==> src/rtl/fetch_pkg.sv <==
// Shared types and constants for the instruction-fetch stage.
// The fetch FSM state encoding, reset defaults and word-address helpers live here.
package fetch_pkg;

  localparam logic [31:0] RESET_PC_DEF = 32'h0000_0000;
  localparam logic [31:0] WORD_BYTES   = 32'd4;
  localparam logic [31:0] ALIGN_MASK   = 32'hFFFF_FFFC;

  typedef enum logic [1:0] {
    ST_REQ  = 2'd0,
    ST_WAIT = 2'd1,
    ST_HOLD = 2'd2
  } fetch_state_e;

  // Wraps modulo 2^32 with no carry out.
  function automatic logic [31:0] pc_plus4(input logic [31:0] pc);
    return pc + WORD_BYTES;
  endfunction

endpackage

==> src/rtl/fetch_pc_reg.sv <==
// Architectural PC plus redirect bookkeeping (pending redirect, kill of in-flight fetch).
// Selects the next PC from {pc+4, redirect_pc, pend_pc} based on the fetch FSM state.
module fetch_pc_reg
  import fetch_pkg::*;
#(
  parameter logic [31:0] RESET_PC = RESET_PC_DEF
) (
  input  logic         clk,
  input  logic         rst_n,
  input  fetch_state_e i_state,
  input  logic         i_redirect_valid,
  input  logic [31:0]  i_redirect_pc,
  input  logic         i_req_fire,
  input  logic         i_rsp_valid,
  input  logic         i_handshake,
  output logic [31:0]  o_pc,
  output logic [31:0]  o_pc4,
  output logic         o_kill
);

  logic [31:0] r_pc;
  logic [31:0] r_pend_pc;
  logic        r_pend;
  logic        r_kill;

  logic [31:0] w_redir_pc;
  logic        w_kill_eff;
  logic [31:0] w_pc_next;

  assign w_redir_pc = i_redirect_pc & ALIGN_MASK;
  // A redirect in the same cycle as a WAIT response also kills that response.
  assign w_kill_eff = r_kill | i_redirect_valid;

  always_comb begin
    w_pc_next = r_pc;
    case (i_state)
      ST_WAIT: begin
        if (i_rsp_valid && w_kill_eff) begin
          w_pc_next = i_redirect_valid ? w_redir_pc : r_pend_pc;
        end
      end
      ST_HOLD: begin
        if (i_redirect_valid) begin
          w_pc_next = w_redir_pc;
        end else if (i_handshake) begin
          w_pc_next = pc_plus4(r_pc);
        end
      end
      default: ;
    endcase
  end

  always_ff @(posedge clk or negedge rst_n) begin
    if (!rst_n) begin
      r_pc      <= RESET_PC;
      r_pend_pc <= RESET_PC;
      r_pend    <= 1'b0;
      r_kill    <= 1'b0;
    end else begin
      r_pc <= w_pc_next;
      if (i_redirect_valid) begin
        r_pend_pc <= w_redir_pc;
      end
      case (i_state)
        ST_REQ: begin
          // The request address must not move, so a redirect here becomes a kill once accepted.
          if (i_req_fire) begin
            r_kill <= r_pend | i_redirect_valid;
            r_pend <= 1'b0;
          end else if (i_redirect_valid) begin
            r_pend <= 1'b1;
          end
        end
        ST_WAIT: begin
          if (i_rsp_valid) begin
            r_kill <= 1'b0;
          end else if (i_redirect_valid) begin
            r_kill <= 1'b1;
          end
        end
        default: ;
      endcase
    end
  end

  assign o_pc   = r_pc;
  assign o_pc4  = pc_plus4(r_pc);
  assign o_kill = w_kill_eff;

endmodule

==> src/rtl/fetch_unit.sv <==
// Instruction-fetch stage: one outstanding imem request at a time, {instr, pc+4} to decode.
// valid/ready: a transfer happens on a rising edge where valid && ready; valid holds with stable payload until then.
module fetch_unit
  import fetch_pkg::*;
#(
  parameter logic [31:0] RESET_PC = RESET_PC_DEF,
  parameter int          ADDR_W   = 32
) (
  input  logic              clk,
  input  logic              rst_n,
  input  logic              redirect_valid,
  input  logic [ADDR_W-1:0] redirect_pc,
  output logic              imem_req_valid,
  input  logic              imem_req_ready,
  output logic [ADDR_W-1:0] imem_req_addr,
  input  logic              imem_rsp_valid,
  input  logic [31:0]       imem_rsp_data,
  output logic              if_valid,
  input  logic              if_ready,
  output logic [31:0]       if_instruction,
  output logic [ADDR_W-1:0] if_pc4,
  output fetch_state_e      dbg_state
);

  fetch_state_e r_state;
  logic         r_req_valid;
  logic         r_if_valid;
  logic [31:0]  r_instr;
  logic [31:0]  r_pc4;

  logic [31:0]  w_pc;
  logic [31:0]  w_pc4;
  logic         w_kill;
  logic         w_req_fire;
  logic         w_handshake;

  assign w_req_fire  = r_req_valid & imem_req_ready;
  // Squash toward decode in any redirect cycle so no stale handshake completes.
  assign if_valid    = r_if_valid & ~redirect_valid;
  assign w_handshake = if_valid & if_ready;

  fetch_pc_reg #(
    .RESET_PC(RESET_PC)
  ) u_pc_reg (
    .clk              (clk),
    .rst_n            (rst_n),
    .i_state          (r_state),
    .i_redirect_valid (redirect_valid),
    .i_redirect_pc    (redirect_pc),
    .i_req_fire       (w_req_fire),
    .i_rsp_valid      (imem_rsp_valid),
    .i_handshake      (w_handshake),
    .o_pc             (w_pc),
    .o_pc4            (w_pc4),
    .o_kill           (w_kill)
  );

  always_ff @(posedge clk or negedge rst_n) begin
    if (!rst_n) begin
      r_state     <= ST_REQ;
      r_req_valid <= 1'b0;
      r_if_valid  <= 1'b0;
      r_instr     <= '0;
      r_pc4       <= '0;
    end else begin
      case (r_state)
        ST_REQ: begin
          if (w_req_fire) begin
            r_state     <= ST_WAIT;
            r_req_valid <= 1'b0;
          end else begin
            r_req_valid <= 1'b1;
          end
        end
        ST_WAIT: begin
          if (imem_rsp_valid) begin
            if (w_kill) begin
              r_state     <= ST_REQ;
              r_req_valid <= 1'b1;
            end else begin
              r_state    <= ST_HOLD;
              r_if_valid <= 1'b1;
              r_instr    <= imem_rsp_data;
              r_pc4      <= w_pc4;
            end
          end
        end
        ST_HOLD: begin
          if (redirect_valid || w_handshake) begin
            r_state     <= ST_REQ;
            r_if_valid  <= 1'b0;
            r_req_valid <= 1'b1;
          end
        end
        default: begin
          r_state     <= ST_REQ;
          r_req_valid <= 1'b0;
          r_if_valid  <= 1'b0;
        end
      endcase
    end
  end

  assign imem_req_valid = r_req_valid;
  assign imem_req_addr  = r_req_valid ? w_pc : '0;
  assign if_instruction = r_instr;
  assign if_pc4         = r_pc4;
  assign dbg_state      = r_state;

endmodule

==> config.mk <==
export PLATFORM = sky130hd
export DESIGN_NAME = fetch_unit
export DESIGN_NICKNAME = d
export VERILOG_FILES = /design/src/rtl/fetch_pkg.sv /design/src/rtl/fetch_pc_reg.sv /design/src/rtl/fetch_unit.sv
export SDC_FILE = /design/constraint.sdc
export NUM_CORES = 1
export LEC_CHECK = 0
export ABC_AREA = 1
export CORE_ASPECT_RATIO = 1.25
export CORE_MARGIN = 4
export CORE_UTILIZATION = 53
export DETAILED_ROUTE_END_ITERATION = 8
export PLACE_DENSITY = 0.88
export SLEW_MARGIN = 15
export SYNTH_ARGS = -nofsm -noshare
export SYNTH_HDL_FRONTEND = slang
export SYNTH_SLANG_ARGS = --single-unit
==> constraint.sdc <==
create_clock -name clk -period 2.86 [get_ports clk]
set_input_delay 0.715 -clock clk [delete_from_list [all_inputs] [get_ports clk]]
set_output_delay 0.715 -clock clk [all_outputs]
set_load 0.01 [all_outputs]
==> impl_metrics.py, run 1 <==
metrics = {
    "sta": {
        "slew_headroom_pct": 22.4,
        "skew_ns": 0.00507,
        "finalWorstSetupSlack_ns": 0.211,
        "drv_slew": 0,
        "tightest_slew_ns": 1.16,
        "setup_viol": 0,
        "tns_ns": 0,
        "fin_crit_sh_pct": 92.6,
        "hold_viol": 0,
        "period_needed_ns": 2.65,
        "rsz0062_at_grt": "no",
        "max_freq_ghz": 0.378,
    },
    "detailed_routing": {
        "ant_nets": 0,
        "routed_wl_um": 17600,
        "drt_iter0_drc": 624,
        "vias": 6283,
        "route.met2.wl_um": 8580,
        "dr_wl_met3_um": 1310,
        "topRoutingLayerUsed": "met4",
        "firstDrtPassIters": 6,
        "post-route-drc-count": 0,
        "wl_per_cell_um": 14.2,
        "vias_per_cell": 5.09,
        "wirelength_met1_um": 7260,
    },
    "floorplan": {
        "initial_utilization_pct": 54.3,
        "core-area_um2": 12200,
        "die_h_um": 133,
        "dieArea_um2": 14400,
        "die_w_um": 108,
        "num_rows": 45,
        "ios": 170,
    },
    "worst_setup_path": {
        "crit_path_max_incr_delay_ns": 0.56,
        "crit_type": "input pin to primary output",
        "startpoint_type": "input pin",
        "cp_data_arrival_time_ns": 1.93,
        "crit_chain": "clkdlybuf4s50_1, nor2_1, clkdlybuf4s50_1",
        "crit_slowest_cell": "clkdlybuf4s50_1",
        "crit_path_end_kind": "primary output",
        "crit_required_ns": 2.14,
        "path_common_cell": "clkdlybuf4s50_1",
        "crit_fanout": 4,
    },
    "synthesis": {
        "synthFlopType": "dfrtp_1",
        "synthCells": 896,
        "avgSynthCellArea_um2": 7.40,
        "synth_area_um2": 6630,
        "synth_largest_area_cell": "dfrtp_1",
        "synth-seq-area-share_pct": 50.5,
        "syn-num-nets": 972,
        "yosysTopAreaCellShare_pct": 50.5,
        "synth-seq-cells": 134,
        "synth_async_sr_flop_share_pct": 100,
        "ys_types": 29,
        "synth_area_leaders": "dfrtp_1 51%, nand2_1 23%, nor2_1 5.0%",
        "yosysMostFrequentCell": "nand2_1",
        "synth_edf_count": 0,
        "synth_commonest_cells": "399 x nand2_1, 134 x dfrtp_1, 88 x nor2_1",
        "yosysWarnings": 0,
    },
    "grt": {
        "grt_usage_pct": 24.4,
        "grt_pass1_wl_um": 28000,
        "first_global_vias": 5865,
        "grt_overflow_total": 0,
        "grt_max_degree": 69,
        "antenna_found_initial": 0,
    },
    "finish": {
        "antennaDiodeCount": 0,
        "area_growth_pct": 37.4,
        "fin_nets": 1133,
        "fillers": 903,
        "drive_above_1_share_pct": 5.51,
    },
    "clock_tree": {
        "postCtsResizedCells": 0,
        "htreeDepth": 4,
        "cts.clk_slew.worst_paths_ns": 0.06,
        "numCtsBuffers": 17,
        "postCtsHoldBufs": 0,
        "post_cts_buffers": 0,
        "clock_path_buffers": 2,
        "clk_latency_ns": 0.41,
        "cts_tree": "yes",
        "ctsRootBufferMaster": "clkbuf_16",
        "cts_sinks": 134,
    },
    "flow_run": {
        "cap_violations": 0,
    },
    "power": {
        "powerDensity_nw_per_um2": 1080,
        "peakVddDrop_uv": 532,
        "p_leak_nw": 4.59,
    },
    "place": {
        "hpwl_um": 12400,
        "pre_cts_ws_ns": 0.0668,
        "io_buffers": 167,
        "place_congestion": 0.961,
    },
    "status": {
        "status": "finished, final reports clean",
    },
    "min_path": {
        "hold_path.class": "input pin to async pin",
    },
}
-- final timing paths --
kind / start / slack [ns] / end / depth (start not counted)
worst max-delay path: redirect_valid / 0.21 / if_valid / 3
worst min-delay path: rst_n / 0.28 / if_instruction[10] / 1
worst max register to register: dbg_state[0] / 0.66 / u_pc_reg.o_pc[24] / 9
worst min register to register: u_pc_reg.r_pend_pc[16] / 0.46 / u_pc_reg.r_pend_pc[16] / 2
max in group asynchronous: rst_n / 1.85 / if_instruction[15] / 2
min in group clk: u_pc_reg.r_pend_pc[16] / 0.46 / u_pc_reg.r_pend_pc[16] / 2
-- cell families (layout without fill, tap and decap cells) --
family | count (synthesis) | in the layout | share of synthesized area (%)
buffers and inverters | 122 | 296 | 7.49
and+or+nand+nor | 536 | 536 | 32.1
xor gates and xnor gates | 14 | 14 | 1.85
AOI/OAI and AO/OA | 84 | 84 | 6.92
DFF | 134 | 134 | 50.5
adders and majority gates | 6 | 6 | 1.13
-- flip-flops by register name (all words and copies together) (netlist names) --
signal              count
imem_req_valid          1
r_if_valid              1
if_pc4                 32
u_pc_reg.r_pend         1
u_pc_reg.o_pc          32
u_pc_reg.r_pend_pc     32
dbg_state               2
if_instruction         32
u_pc_reg.r_kill         1
-- area by class of cell --
class | instances | area [um2] | area share (%)
Clock inverter | 14 | 224 | 2.46
Inverter | 85 | 319 | 3.50
Multi-Input combinational cell | 640 | 2780 | 30.5
Tap cell | 164 | 205 | 2.25
Timing Repair Buffer | 179 | 1800 | 19.8
Sequential cell | 134 | 3350 | 36.8
Clock buffer | 18 | 429 | 4.71
-- through the flow --
stage          area, um2  power [mW]  hold WS [ns]  std cells  utilization (%)
3_5_place_dp        8460        7.42         0.448       1202             69.3
4_1_cts             9110        9.84         0.291       1234             74.6
2_1_floorplan       6630        5.35         0.419        896                -
3_3_place_gp        8460        7.29         0.443       1202             69.3
5_1_grt             9110        10.4         0.317       1234             74.6
6_report            9110        9.80         0.281       1234             74.6
-- power by group --
group | switching (mW) | total (mW) | leakage (nW) | internal [mW]
clock | 0.821 | 2.38 | 0.303 | 1.55
combinational | 2.24 | 4.23 | 2.65 | 1.99
sequential | 0.595 | 3.19 | 1.64 | 2.60
total | 3.66 | 9.80 | 4.59 | 6.14
-- layer usage --
layer	vias to the layer above	global-route usage (%)
li1	3086	-
met1	2872	31.4
met2	285	40.5
met3	40	5.03
met4	0	8.70
met5	-	0
-- cell usage in the layout, fill, tap and decap left out, drive strengths merged --
cell type,count
clkinv,3
o221ai,2
clkbuf,18
inv,87
buf,13
o21ai,31
xor2,13
nor3,1
bufinv,5
ha,6
o31ai,1
a22oi,4
nand3,30
clkinvlp,4
a21oi,32
nand2,402
a31oi,1
dfrtp,134
xnor2,1
and2,2
o22ai,12
clkdlybuf4s50,166
nor2,96
nand3b,5
o211ai,1
-- worst max-delay path, delay by kind of cell --
kind	cells	cell delay, ns
and+or+nand+nor	1	0.18
buffers and inverters	2	1.03
No activity file was read; power rests on OpenSTA's default activity.
==> run 2: changes to the inputs <==
- PLACE_DENSITY: 0.88 -> 0.84
==> impl_metrics.py, run 2 (synthesis gave the netlist of run 1 again) <==
metrics = {
    "finish": {
        "final_cell_mix": "399 x nand2_1, 166 x clkdlybuf4s50_1, 134 x dfrtp_1, 88 x nor2_1, 81 x inv_1",
        "fin_nets": 1132,
        "layout_commonest_cell": "nand2_1",
        "drive_above_1_share_pct": 5.33,
        "fillers": 961,
        "area_growth_pct": 36.5,
        "antennaDiodeCount": 0,
    },
    "floorplan": {
        "num_rows": 45,
        "die_h_um": 133,
        "dieArea_um2": 14400,
        "core-area_um2": 12200,
        "initial_utilization_pct": 54.3,
        "ios": 170,
        "die_w_um": 108,
    },
    "sta": {
        "fin_crit_sh_pct": 89.9,
        "max_freq_ghz": 0.389,
        "tightest_slew_ns": 1.09,
        "slew_headroom_pct": 27.7,
        "tns_ns": 0,
        "setup_viol": 0,
        "rsz0062_at_grt": "no",
        "finalWorstSetupSlack_ns": 0.288,
        "drv_slew": 0,
        "skew_ns": 0.00845,
        "hold_ws_ns": 0.304,
        "hold_viol": 0,
        "period_needed_ns": 2.57,
    },
    "worst_setup_path": {
        "crit_path_end_kind": "primary output",
        "cp_data_arrival_time_ns": 1.86,
        "cp-endpoint": "if_valid",
        "crit_fanout": 4,
        "crit_path_start": "redirect_valid",
        "r2r-start": "dbg_state[1]",
        "crit_required_ns": 2.14,
        "timing.rr.end": "if_pc4[3]",
        "startpoint_type": "input pin",
        "r2r_slack_ns": 0.74,
        "r2r_cells": 6,
        "crit_type": "input pin to primary output",
    },
    "grt": {
        "antenna_found_initial": 0,
        "grt_max_degree": 69,
        "grt_pass1_wl_um": 28900,
        "grt_usage_pct": 25.2,
        "first_global_vias": 6034,
        "grt_overflow_total": 0,
    },
    "detailed_routing": {
        "dr_wl_met3_um": 1340,
        "routed_wl_um": 17900,
        "wl_per_cell_um": 14.5,
        "post-route-drc-count": 0,
        "vias": 6296,
        "wirelength_met1_um": 7370,
        "vias_per_cell": 5.11,
        "topRoutingLayerUsed": "met4",
        "ant_nets": 0,
        "firstDrtPassIters": 5,
        "route.met2.wl_um": 8550,
        "drt_iter0_drc": 531,
    },
    "clock_tree": {
        "postCtsResizedCells": 0,
        "cts_tree": "yes",
        "htreeDepth": 4,
        "clock_path_buffers": 2,
        "clk_latency_ns": 0.41,
        "post_cts_buffers": 0,
        "cts.clk_slew.worst_paths_ns": 0.06,
        "cts_sinks": 134,
        "ctsRootBufferMaster": "clkbuf_16",
        "numCtsBuffers": 17,
        "postCtsHoldBufs": 0,
    },
    "power": {
        "switching_share_pct": 37.7,
        "powerDensity_nw_per_um2": 1070,
        "combPwrFrac_pct": 44.1,
        "p_leak_nw": 4.59,
        "p_int_mw": 6.03,
        "pwr-share-seq_pct": 32.9,
        "clockPowerShare_pct": 23.0,
        "peakVddDrop_uv": 671,
        "p_switching_mw": 3.65,
    },
    "place": {
        "io_buffers": 167,
        "place_congestion": 0.911,
        "hpwl_um": 12600,
        "pre_cts_ws_ns": 0.0744,
    },
    "status": {
        "status": "finished, final reports clean",
    },
    "flow_run": {
        "cap_violations": 0,
    },
    "min_path": {
        "hold_path.class": "input pin to async pin",
    },
}
-- run 2: per-stage QoR --
step	power, mW	area [um2]	instances	util, %
after CTS	9.70	9050	1233	74.1
after global routing	10.3	9050	1233	74.1
after floorplan	5.35	6630	896	-
after detailed placement	7.42	8440	1201	69.1
after global placement	7.29	8440	1201	69.1
final	9.68	9050	1233	74.1
-- run 2: area by class of cell --
class | count | area, um2 | share of cell area [%]
clock inverter | 9 | 123 | 1.35
clock buffer | 23 | 488 | 5.39
tap | 164 | 205 | 2.27
multi-input combinational | 640 | 2780 | 30.8
timing repair buffer | 178 | 1780 | 19.7
sequential | 134 | 3350 | 37.0
inverter | 85 | 319 | 3.52
-- run 2: how the worst min path moves through the flow --
stage,from,end,slack (ns),depth (start not counted)
2_1_floorplan,rst_n,dbg_state[0],0.42,0
3_3_place_gp,u_pc_reg.r_pend_pc[11],u_pc_reg.r_pend_pc[11],0.44,2
3_5_place_dp,u_pc_reg.r_pend_pc[11],u_pc_reg.r_pend_pc[11],0.45,2
4_1_cts,rst_n,imem_req_valid,0.32,1
5_1_grt,rst_n,imem_req_valid,0.36,1
6_report,rst_n,imem_req_valid,0.30,1
-- run 2: worst max-delay path, cell delays in order --
cell             delay, ns
clkdlybuf4s50_1       0.47
nor2_1                0.13
clkdlybuf4s50_1       0.54
-- run 2: power by group through the flow --
stage	clock network, mW	logic [mW]	registers, mW
2_1_floorplan	0	2.07	3.28
3_3_place_gp	0	4.13	3.16
3_5_place_dp	0	4.24	3.19
4_1_cts	2.26	4.28	3.16
5_1_grt	2.36	4.70	3.27
6_report	2.23	4.27	3.18
-- run 2: layer usage --
layer,global-route usage (%),up-vias
li1,-,3072
met1,32.9,2895
met4,10.4,0
met5,0,-
met3,4.93,50
met2,40.9,279
==> run 3: changes to the inputs <==
- CORE_MARGIN: 4 -> not set
- RECOVER_POWER: not set -> 50
==> impl_metrics.py, run 3 (synthesis gave the netlist of run 1 again) <==
metrics = {
    "detailed_routing": {
        "vias": 6328,
        "vias_per_cell": 5.13,
        "wl_per_cell_um": 13.9,
        "firstDrtPassIters": 8,
        "drt_iter0_drc": 433,
        "ant_nets": 0,
        "routed_wl_um": 17100,
        "post-route-drc-count": 0,
    },
    "clock_tree": {
        "cts_sinks": 134,
        "clk_latency_ns": 0.42,
        "postCtsHoldBufs": 0,
        "postCtsResizedCells": 0,
        "cts_tree": "yes",
        "ctsRootBufferMaster": "clkbuf_16",
        "clock_path_buffers": 2,
        "numCtsBuffers": 17,
        "post_cts_buffers": 0,
        "htreeDepth": 4,
        "cts.clk_slew.worst_paths_ns": 0.06,
    },
    "finish": {
        "final_cell_mix": "399 x nand2_1, 155 x clkdlybuf4s50_1, 134 x dfrtp_1, 88 x nor2_1, 82 x inv_1",
        "fin_nets": 1132,
        "area_growth_pct": 36.0,
        "fillers": 976,
        "drive_above_1_share_pct": 5.24,
        "layout_commonest_cell": "nand2_1",
        "fin_area_um2": 9020,
        "antennaDiodeCount": 0,
        "utilization_pct": 74.2,
    },
    "min_path": {
        "hold_path.class": "flip-flop to flip-flop",
    },
    "worst_setup_path": {
        "crit_fanout": 3,
        "cp_data_arrival_time_ns": 1.94,
        "crit_required_ns": 2.14,
        "crit_type": "input pin to primary output",
        "startpoint_type": "input pin",
        "crit_path_end_kind": "primary output",
    },
    "floorplan": {
        "dieArea_um2": 13000,
        "core-area_um2": 12200,
        "die_w_um": 102,
        "ios": 170,
        "initial_utilization_pct": 54.5,
        "num_rows": 45,
        "die_h_um": 127,
    },
    "power": {
        "pwr-share-seq_pct": 33.2,
        "p_leak_nw": 4.59,
        "peakVddDrop_uv": 585,
        "clockPowerShare_pct": 22.9,
        "p_switching_mw": 3.65,
        "powerDensity_nw_per_um2": 1060,
        "p_int_mw": 5.93,
        "switching_share_pct": 38.1,
        "combPwrFrac_pct": 43.9,
    },
    "sta": {
        "skew_ns": 0.00312,
        "hold_ws_ns": 0.461,
        "period_needed_ns": 2.65,
        "tns_ns": 0,
        "rsz0062_at_grt": "no",
        "fin_crit_sh_pct": 92.7,
        "tightest_slew_ns": 1.97,
        "max_freq_ghz": 0.377,
        "slew_headroom_pct": -31.3,
        "drv_slew": 36,
        "setup_viol": 0,
        "hold_viol": 0,
    },
    "grt": {
        "first_global_vias": 5908,
        "grt_max_degree": 69,
        "grt_usage_pct": 27.6,
        "grt_overflow_total": 0,
        "grt_pass1_wl_um": 27700,
        "antenna_found_initial": 0,
    },
    "flow_run": {
        "cap_violations": 1,
    },
    "place": {
        "placed_area_um2": 8440,
        "hpwl_um": 12000,
        "place_congestion": 0.965,
        "io_buffers": 167,
    },
    "status": {
        "violations": "capacitance limit, slew limit",
        "status": "complete, but fails checks",
    },
}
[run 3: cell count changes in the layout (fill, tap and decap cells not counted), sizes merged]
cell | previous run | this run
buf | 12 | 7
clkdlybuf4s50 | 166 | 155
clkinv | 5 | 8
clkinvlp | 1 | 2
dlygate4sd3 | 0 | 11
inv | 85 | 86
[run 3: routing by layer]
layer	wire (um)	share of wire, %	track usage [%]	vias up
met4	420	2.5	11.5	0
met5	0	0	0	-
met2	8460	49	45.0	278
li1	-	-	-	3075
met3	1260	7.4	6.13	35
met1	6950	41	35.4	2940
[run 3: area by class of cell]
cell class	count	area (um2)	area share [%]
clock buffer	18	439	4.87
timing repair buffer	178	1760	19.6
tap	164	205	2.27
clock inverter	14	158	1.75
inverter	85	319	3.54
multi-input combinational	640	2780	30.9
sequential	134	3350	37.2
[run 3: per-stage QoR]
stage / total power [mW] / instances / setup WS (ns)
3_5_place_dp: 7.38 / 1201 / 0.0429
2_1_floorplan: 5.35 / 896 / 1.06
5_1_grt: 10.2 / 1233 / 0.133
4_1_cts: 9.62 / 1233 / 0.209
3_3_place_gp: 7.27 / 1201 / 0.142
6_report: 9.58 / 1233 / 0.208
[run 3: worst max-delay path, cell delays in order]
cell and delay (ns):
dlygate4sd3_1 0.56, nor2_1 0.12, clkdlybuf4s50_1 0.54
[run 3: power groups by stage]
| stage | registers [mW] | clock network (mW) | logic (mW) |
|---|---|---|---|
| 2_1_floorplan | 3.28 | 0 | 2.07 |
| 3_5_place_dp | 3.19 | 0 | 4.19 |
| 6_report | 3.18 | 2.20 | 4.20 |
| 5_1_grt | 3.27 | 2.30 | 4.66 |
| 3_3_place_gp | 3.16 | 0 | 4.11 |
| 4_1_cts | 3.17 | 2.21 | 4.24 |
[run 3: path summary, 6_finish.rpt]
check / from / end / cells past startpoint / slack, ns
min: u_pc_reg.r_pend_pc[9] / u_pc_reg.r_pend_pc[9] / 2 / 0.46
max in group asynchronous: rst_n / if_instruction[30] / 2 / 0.60
min in group asynchronous: rst_n / if_instruction[31] / 1 / 0.84
min reg2reg: u_pc_reg.r_pend_pc[9] / u_pc_reg.r_pend_pc[9] / 2 / 0.46
max: redirect_valid / if_valid / 3 / 0.21
max reg2reg: dbg_state[0] / u_pc_reg.o_pc[4] / 9 / 0.51
